$ cat config.mk
export PLATFORM = sky130hd
export DESIGN_NAME = mux8way_arb
export DESIGN_NICKNAME = d
export VERILOG_FILES = /design/src/rtl/mux8way_pkg.sv /design/src/rtl/mux8way_arb_rr_pick8.sv /design/src/rtl/mux8way_arb.sv
export SDC_FILE = /design/constraint.sdc
export NUM_CORES = 1
export LEC_CHECK = 0
export ABC_AREA = 0
export BUFFER_PORTS_ARGS = -buffer_cell sky130_fd_sc_hd__buf_4
export CORE_MARGIN = 5
export CORE_UTILIZATION = 40
export CTS_CLUSTER_SIZE = 28
export DETAILED_ROUTE_END_ITERATION = 16
export GPL_ROUTABILITY_DRIVEN = 0
export PLACE_DENSITY = 0.81
export SLEW_MARGIN = 20
export SYNTH_ARGS = -nofsm -noshare
export SYNTH_HDL_FRONTEND = slang
export SYNTH_SLANG_ARGS = --single-unit
$ cat constraint.sdc
create_clock -name clk -period 3.8 [get_ports clk]
set_clock_uncertainty 0.05 [all_clocks]
set_input_delay 0.38 -clock clk [delete_from_list [all_inputs] [get_ports clk]]
set_output_delay 0.38 -clock clk [all_outputs]
set_load 0.02 [all_outputs]
$ cat src/rtl/mux8way_pkg.sv
// Shared constants and types for the 8-way arbitrated merge.
package mux8way_pkg;
  localparam int N_CH  = 8;
  localparam int SEL_W = 3;

  typedef logic [SEL_W-1:0] sel_t;

  typedef enum logic {
    ST_IDLE   = 1'b0,
    ST_LOCKED = 1'b1
  } lock_st_e;
endpackage

$ cat src/rtl/mux8way_arb_rr_pick8.sv
// Rotating-priority search: first requester at or above ptr, modulo 8.
module rr_pick8
  import mux8way_pkg::*;
(
  input  logic [N_CH-1:0] req,
  input  sel_t            ptr,
  output sel_t            gnt_idx,
  output logic            gnt_any
);
  sel_t c;

  // Scan from farthest to nearest so the nearest requester is written last.
  always_comb begin
    gnt_idx = '0;
    gnt_any = 1'b0;
    c       = '0;
    for (int k = N_CH-1; k >= 0; k--) begin
      c = ptr + sel_t'(k);
      if (req[c]) begin
        gnt_idx = c;
        gnt_any = 1'b1;
      end
    end
  end
endmodule

$ cat src/rtl/mux8way_arb.sv
// 8-to-1 round-robin merge with a one-entry output register.
// MUX8WAY_ARB_PKT_LOCK_EN adds in_last/out_last and holds the grant for a whole packet.
module mux8way_arb
  import mux8way_pkg::*;
#(
  parameter int WIDTH = 16
) (
  input  logic                  clk,
  input  logic                  rst_n,
  input  logic [N_CH-1:0]       in_valid,
  input  logic [N_CH*WIDTH-1:0] in_data,
  output logic [N_CH-1:0]       in_ready,
  output logic                  out_valid,
  output logic [WIDTH-1:0]      out_data,
  output sel_t                  out_sel,
  input  logic                  out_ready
`ifdef MUX8WAY_ARB_PKT_LOCK_EN
  ,
  input  logic [N_CH-1:0]       in_last,
  output logic                  out_last
`endif
);
  logic             load_en, acc, adv, gnt_any;
  logic [N_CH-1:0]  req;
  sel_t             gnt_idx, ptr_q, ptr_d;
  logic             out_valid_q;
  logic [WIDTH-1:0] out_data_q;
  sel_t             out_sel_q;

  assign load_en = !out_valid_q || out_ready;
  // Reset gating keeps in_ready low while rst_n is held, regardless of clk.
  assign acc     = rst_n && gnt_any && load_en;

`ifdef MUX8WAY_ARB_PKT_LOCK_EN
  lock_st_e        st_q, st_d;
  sel_t            lock_ch_q, lock_ch_d;
  logic [N_CH-1:0] lock_mask;
  logic            gnt_last, out_last_q;

  always_comb begin
    lock_mask            = '0;
    lock_mask[lock_ch_q] = 1'b1;
  end

  assign req      = (st_q == ST_LOCKED) ? (in_valid & lock_mask) : in_valid;
  assign gnt_last = in_last[gnt_idx];
  assign adv      = acc && gnt_last;

  always_comb begin
    st_d      = st_q;
    lock_ch_d = lock_ch_q;
    if (acc) begin
      if (st_q == ST_IDLE && !gnt_last) begin
        st_d      = ST_LOCKED;
        lock_ch_d = gnt_idx;
      end else if (st_q == ST_LOCKED && gnt_last) begin
        st_d = ST_IDLE;
      end
    end
  end

  always_ff @(posedge clk or negedge rst_n) begin
    if (!rst_n) begin
      st_q       <= ST_IDLE;
      lock_ch_q  <= '0;
      out_last_q <= 1'b0;
    end else begin
      st_q      <= st_d;
      lock_ch_q <= lock_ch_d;
      if (acc) out_last_q <= gnt_last;
    end
  end

  assign out_last = out_last_q;
`else
  assign req = in_valid;
  assign adv = acc;
`endif

  rr_pick8 u_pick (
    .req     (req),
    .ptr     (ptr_q),
    .gnt_idx (gnt_idx),
    .gnt_any (gnt_any)
  );

  for (genvar g = 0; g < N_CH; g++) begin : g_rdy
    assign in_ready[g] = acc && (gnt_idx == sel_t'(g));
  end

  assign ptr_d = adv ? sel_t'(gnt_idx + sel_t'(1)) : ptr_q;

  always_ff @(posedge clk or negedge rst_n) begin
    if (!rst_n) begin
      ptr_q       <= '0;
      out_valid_q <= 1'b0;
      out_data_q  <= '0;
      out_sel_q   <= '0;
    end else begin
      ptr_q <= ptr_d;
      if (acc) begin
        out_valid_q <= 1'b1;
        out_data_q  <= in_data[gnt_idx*WIDTH +: WIDTH];
        out_sel_q   <= gnt_idx;
      end else if (out_ready) begin
        out_valid_q <= 1'b0;
      end
    end
  end

  assign out_valid = out_valid_q;
  assign out_data  = out_data_q;
  assign out_sel   = out_sel_q;
endmodule

Word-level counts from Yosys, hierarchy flattened:

Cells that the tools add are included.

* output and inout bits: 28
* bits in registers: 23
* input port bits: 139

* magnitude comparators: 8
* reduce and logical (&&, ||, !) cells: 14
* add/subtract/negate cells: 8
* muxes and demuxes: 34
* equal/unequal tests: 7
* shift operators: 1

Operators by type and width (number)
* $shiftx A128 B8 Y16: 1
* $lt A3 B4 Y1 const B: 8
* $bmux W1 S3: 8
* $mux W3: 8
* $mux W1: 18
* $add A3 B3 Y3 const B: 4
* $eq A3 B3 Y1 const B: 4
* $logic_and A1 B1 Y1: 10
* $add A3 B1 Y3 const B: 2
* $add A3 B2 Y3 const B: 2
* $eq A3 B2 Y1 const B: 2
* $eq A3 B1 Y1 const B: 1
* $logic_not A3 Y1: 1
* $reduce_bool A2 Y1: 1
* $logic_not A1 Y1: 1
* $logic_or A1 B1 Y1: 1

Logic depth before layout (Yosys ltp):

* depth in word-level cells: 14
* mapped depth: 18
* depth with buffers taken out: 12

Hierarchy:

A second synthesis with hierarchy kept.

* cell total of the unflattened synthesis: 298
* area total of the unflattened synthesis: 2969.1 um^2

By module, submodules not included
* mux8way_arb: sequential area each 575.6 um^2, cells an instance 208, times used 1, area each 2187.1 um^2
* rr_pick8: sequential area each 0.0 um^2, cells an instance 90, times used 1, area each 782.0 um^2

Worst setup path before layout:

OpenSTA, ideal clock, no wires.

* kind: flip-flop to output port
* start: register ptr_q[1]
* end: output in_ready[3]
* buffers on the path: 6
* data required time: 3.370 ns
* arrival: 3.349 ns
* setup slack: 0.021 ns
* cell stages (with the launch flop): 18
* cells stage by stage: dfrtp_1 > buf_6 > buf_8 > inv_1 > ha_1 > buf_2 > mux4_2 > mux2i_2 > nand3_2 > o21bai_1 > o221a_1 > o22a_1 > buf_4 > buf_6 > buf_6 > nor2_1 > ha_1 > and2_1

* cells in the longest elaborated chain, start to end: 14
* elaborated cells between the ends (all ways): 43
* those cells by class: 7 x add/sub; 1 x eq/ne; 32 x mux; 3 x reduce/logical

RTL lines
* start: declaration: line mux8way_arb.sv:25 `sel_t gnt_idx, ptr_q, ptr_d;`
* start signal: assignment: line mux8way_arb.sv:100 `ptr_q <= ptr_d;`
* parallel branches: the longest is 13 deep, another holds $add A3 B3 Y3
* $logic_and A1 B1 Y1 (*): line mux8way_arb.sv:88 `assign in_ready[g] = acc && (gnt_idx == sel_t'(g));`
* end: declaration: line mux8way_arb.sv:12 `output logic [N_CH-1:0] in_ready,`

Every way passes the cells marked *. The select of a mux whose other input is x is not followed.

Final worst setup path:

* start: register ptr_q[1]
* end: output in_ready[0]

* cells in the longest elaborated chain, start to end: 14
* elaborated cells between the ends (all ways): 43
* those cells by class: 7 x add/sub; 32 x mux; 4 x reduce/logical

RTL lines
* $add A3 B3 Y3: line mux8way_arb_rr_pick8.sv:18 `c = ptr + sel_t'(k);`
* $bmux W1 S3: line mux8way_arb_rr_pick8.sv:19 `if (req[c]) begin`
* $mux W1 (implied by the code): line mux8way_arb_rr_pick8.sv:19
* $mux W1 (8 in series): line mux8way_arb_rr_pick8.sv:19
* $logic_and A1 B1 Y1 (2 in series): line mux8way_arb.sv:32 `assign acc = rst_n && gnt_any && load_en;`
* $logic_and A1 B1 Y1 (*): line mux8way_arb.sv:88

Mark *: on every way between the ends. The rest lies on a longest branch, timed or not. The select of a mux whose other input is x is not followed.

==> run_results.csv <==
group,metric,value,unit
timing,fin_crit,3.627,ns
run_status,outcome,"complete, no violations",
routing,routed-via-count,3626,
synth,synthDistinctLibCells,55,
min_path,min_to,"out_valid",
timing,worstMarginPinSlew,1.034,ns
timing,setup_tns,0,ns
final_layout,final_common_cell,"buf_4",
floorplan,die_h,98.27,um
setup_path,crit_slowest_cell,"dfrtp_1",
synth,yosysWarningCount,0,
clocking,clk_latency,0.27,ns
power_and_ir_drop,switching_share,0.5106,
setup_path,critPathMaxStageDelay,0.37,ns
timing,slew_headroom,0.3106,
setup_path,crit_arrival,3.20,ns
timing,rsz0062_at_grt,"yes",
power_and_ir_drop,total_power,6.014,mW
routing,routed_wl,11890,um
clocking,cts_num_sinks,23,
setup_path,critPathCaptureType,"primary output",
synth,synthFlopType,"dfrtp_1",
timing,slew_violations,0,
flow_run,drv_cap,0,
global_routing,grt_pass1_vias,3747,
setup_path,r2r-end,"out_data[15]",
floorplan,core-area,7647,sq um
global_routing,grt_use_total,0.2277,
synth,synth_area_leaders,"dfrtp_1 18%, mux2i_1 16%, a211o_1 9.0%",
synth,synth-seq-cells,23,
synth,syn_avg_cell_area,9.087,sq um
setup_path,ff2ff_setup_slack,0.33,ns
synth,synth-seq-area-share,0.1847,
setup_path,crit_fanout,27,
power_and_ir_drop,internal_power,2.943,mW
setup_path,required,3.37,ns
setup_path,cp-start-kind,"register",
final_layout,diodes,0,
clocking,cts_buffer_depth,2,
timing,setup_viol,0,
placement,dp.final_hpwl,8894,um
routing,drtIter0Drc,184,
clocking,cts_root_buffer,"clkbuf_8",
power_and_ir_drop,ir_drop,583.9,uV
min_path,hp-start,"out_ready",
clocking,cts_tree,"yes",
routing,vias_per_cell,5.935,
final_layout,drive_gt1_frac,0.4519,
floorplan,floorplan.initialDensity,0.4076,
setup_path,rr_worst_depth,14,
timing,timing.final.crit_share,0.9544,
global_routing,antenna_found_initial,0,
routing,drtAntennaViolNets,0,
power_and_ir_drop,pwr-share-clk,0.025,
global_routing,overflow,0,
min_path,hold_depth,2,
global_routing,grt_first_pass_wirelength,18110,um
power_and_ir_drop,powerDensity,1291,nW/um^2
synth,synth_fp_nets,486,
power_and_ir_drop,switchingPower,3.071,mW
power_and_ir_drop,power_frac_comb,0.897,
synth,synth-edff-count,0,
setup_path,crit_type,"register to primary output",
power_and_ir_drop,sequentialPowerShare,0.078,
routing,dr.pass1.iters,5,
timing,hold_viol,0,
routing,wl_per_cell,19.45,um
clocking,cts.clk_slew.worst_paths,0.08,ns
final_layout,area_growth,49.46,%
final_layout,final_cell_mix,"185 x buf_4, 44 x mux2i_1, 33 x and3_1, 32 x a211oi_1, 32 x a211o_1",
routing,drc,0,
timing,fmax,0.2757,GHz
clocking,cts_made_buffers,3,
synth,synth_cells,343,
final_layout,finalNetCount,653,
synth,synth_area,3117,sq um
power_and_ir_drop,p_leak,2.269,nW
setup_path,r2r-start,"ptr_q[0]",
setup_path,path_cells,"inv_1 > ha_4 > mux2i_2 > nand2_1 > o221a_1 > a2111oi_2 > o221a_1 > o22a_4 > buf_12 > nand2_1 > nor2_1 > buf_4",
synth,synth-async-reset-ratio,1.000,
synth,synth_area_leader_cell,"dfrtp_1",
floorplan,io_pins,167,
min_path,hold_path_class,"primary input to register",
floorplan,die_area,9657,sq um
setup_path,crit_path_start,"ptr_q[1]",
global_routing,grt_max_degree,55,
clocking,cts_htree_levels,1,
floorplan,fp.dieW,98.27,um
placement,numPortBuffers,166,
synth,netlist.area_leader.share,0.1847,
floorplan,row_count,32,
==> final cells by class <==
| class | count | area, sq um |
|---|---|---|
| sequential | 23 | 575.6 |
| timing repair buffer | 194 | 1526 |
| multi-input combinational | 280 | 2354 |
| inverter | 8 | 30.03 |
| fill | 660 | 2989 |
| tap | 102 | 127.6 |
| clock buffer | 4 | 45.04 |
==> worst max-delay path by stage <==
stage / cells past startpoint / slack, ns / end
after floorplan: 17 / 0.02 / in_ready[3]
after global placement: 11 / 0.16 / in_ready[1]
after detailed placement: 11 / -0.05 / in_ready[0]
after CTS: 11 / 0.01 / in_ready[0]
after global routing: 12 / 0.001 / in_ready[2]
final: 12 / 0.17 / in_ready[0]
==> registers in the layout, summed over array words and instances (netlist names) <==
signal,flops
out_data,16
out_valid,1
out_sel,3
ptr_q,3
==> synth_stat cells, drive strengths merged (5+ instances only) <==
| master | number |
|---|---|
| clkbuf | 10 |
| dfrtp | 23 |
| nand3 | 6 |
| inv | 8 |
| a211oi | 32 |
| o21ai | 10 |
| a31oi | 19 |
| and3 | 33 |
| a21oi | 5 |
| mux2i | 51 |
| nand2 | 15 |
| buf | 21 |
| mux4 | 9 |
| nor2 | 27 |
| a211o | 32 |
==> per-stage QoR <==
step | hold WS, ns | setup slack, ns | cells | util | instance area (sq um)
floorplan | 0.03441 | 0.02077 | 343 | - | 3117
global placement | 0.2438 | 0.1627 | 593 | 0.5712 | 4368
detailed placement | 0.2447 | -0.04938 | 593 | 0.5712 | 4368
CTS | 0.2563 | 0.01365 | 599 | 0.5841 | 4467
global route | 0.2692 | 0.001282 | 611 | 0.6091 | 4658
finish | 0.2572 | 0.1731 | 611 | 0.6091 | 4658
==> metal layers <==
| metal | wire, um | track usage | up-vias |
|---|---|---|---|
| met2 | 6281 | 0.4209 | 197 |
| li1 | - | - | 1685 |
| met3 | 948 | 0.05429 | 48 |
| met1 | 4123 | 0.2448 | 1696 |
| met4 | 532 | 0.1008 | 0 |
| met5 | 0 | 0 | - |
==> cells by family (layout without fill, tap and decap cells) <==
kind of cell | Yosys count | after routing | synth area share
xor+xnor | 2 | 2 | 0.008031
simple gates | 91 | 91 | 0.1509
fa+ha+maj | 4 | 4 | 0.01606
buf+inv | 42 | 206 | 0.09956
flops | 23 | 23 | 0.1847
compound gates | 119 | 121 | 0.2959
mux | 62 | 62 | 0.2449
==> critical path: cells and delay by family, from the launching register on <==
family	cells	cell delay [ns]
buffers and inverters	3	0.46
DFF	1	0.37
and+or+nand+nor	3	0.38
muxes	1	0.29
adders and majority gates	1	0.36
AOI/OAI and AO/OA	4	1.06
==> power groups by stage <==
stage | Clock (mW) | Combinational [mW] | Sequential (mW)
global route | 0.166 | 5.81 | 0.485
global placement | 0 | 4.72 | 0.464
floorplan | 0 | 3.91 | 0.572
CTS | 0.155 | 4.95 | 0.465
detailed placement | 0 | 4.84 | 0.467
finish | 0.153 | 5.39 | 0.469
==> what timing repair did <==
item,in CTS,in global routing
hold buffers,1,0
gates resized for setup,6,17
gates cloned,1,2
setup buffers,0,10
setup endpoints to repair,8,9
endpoints found under the hold margin,23,0
pin swaps,0,6
(Power assumes the default switching activity.)
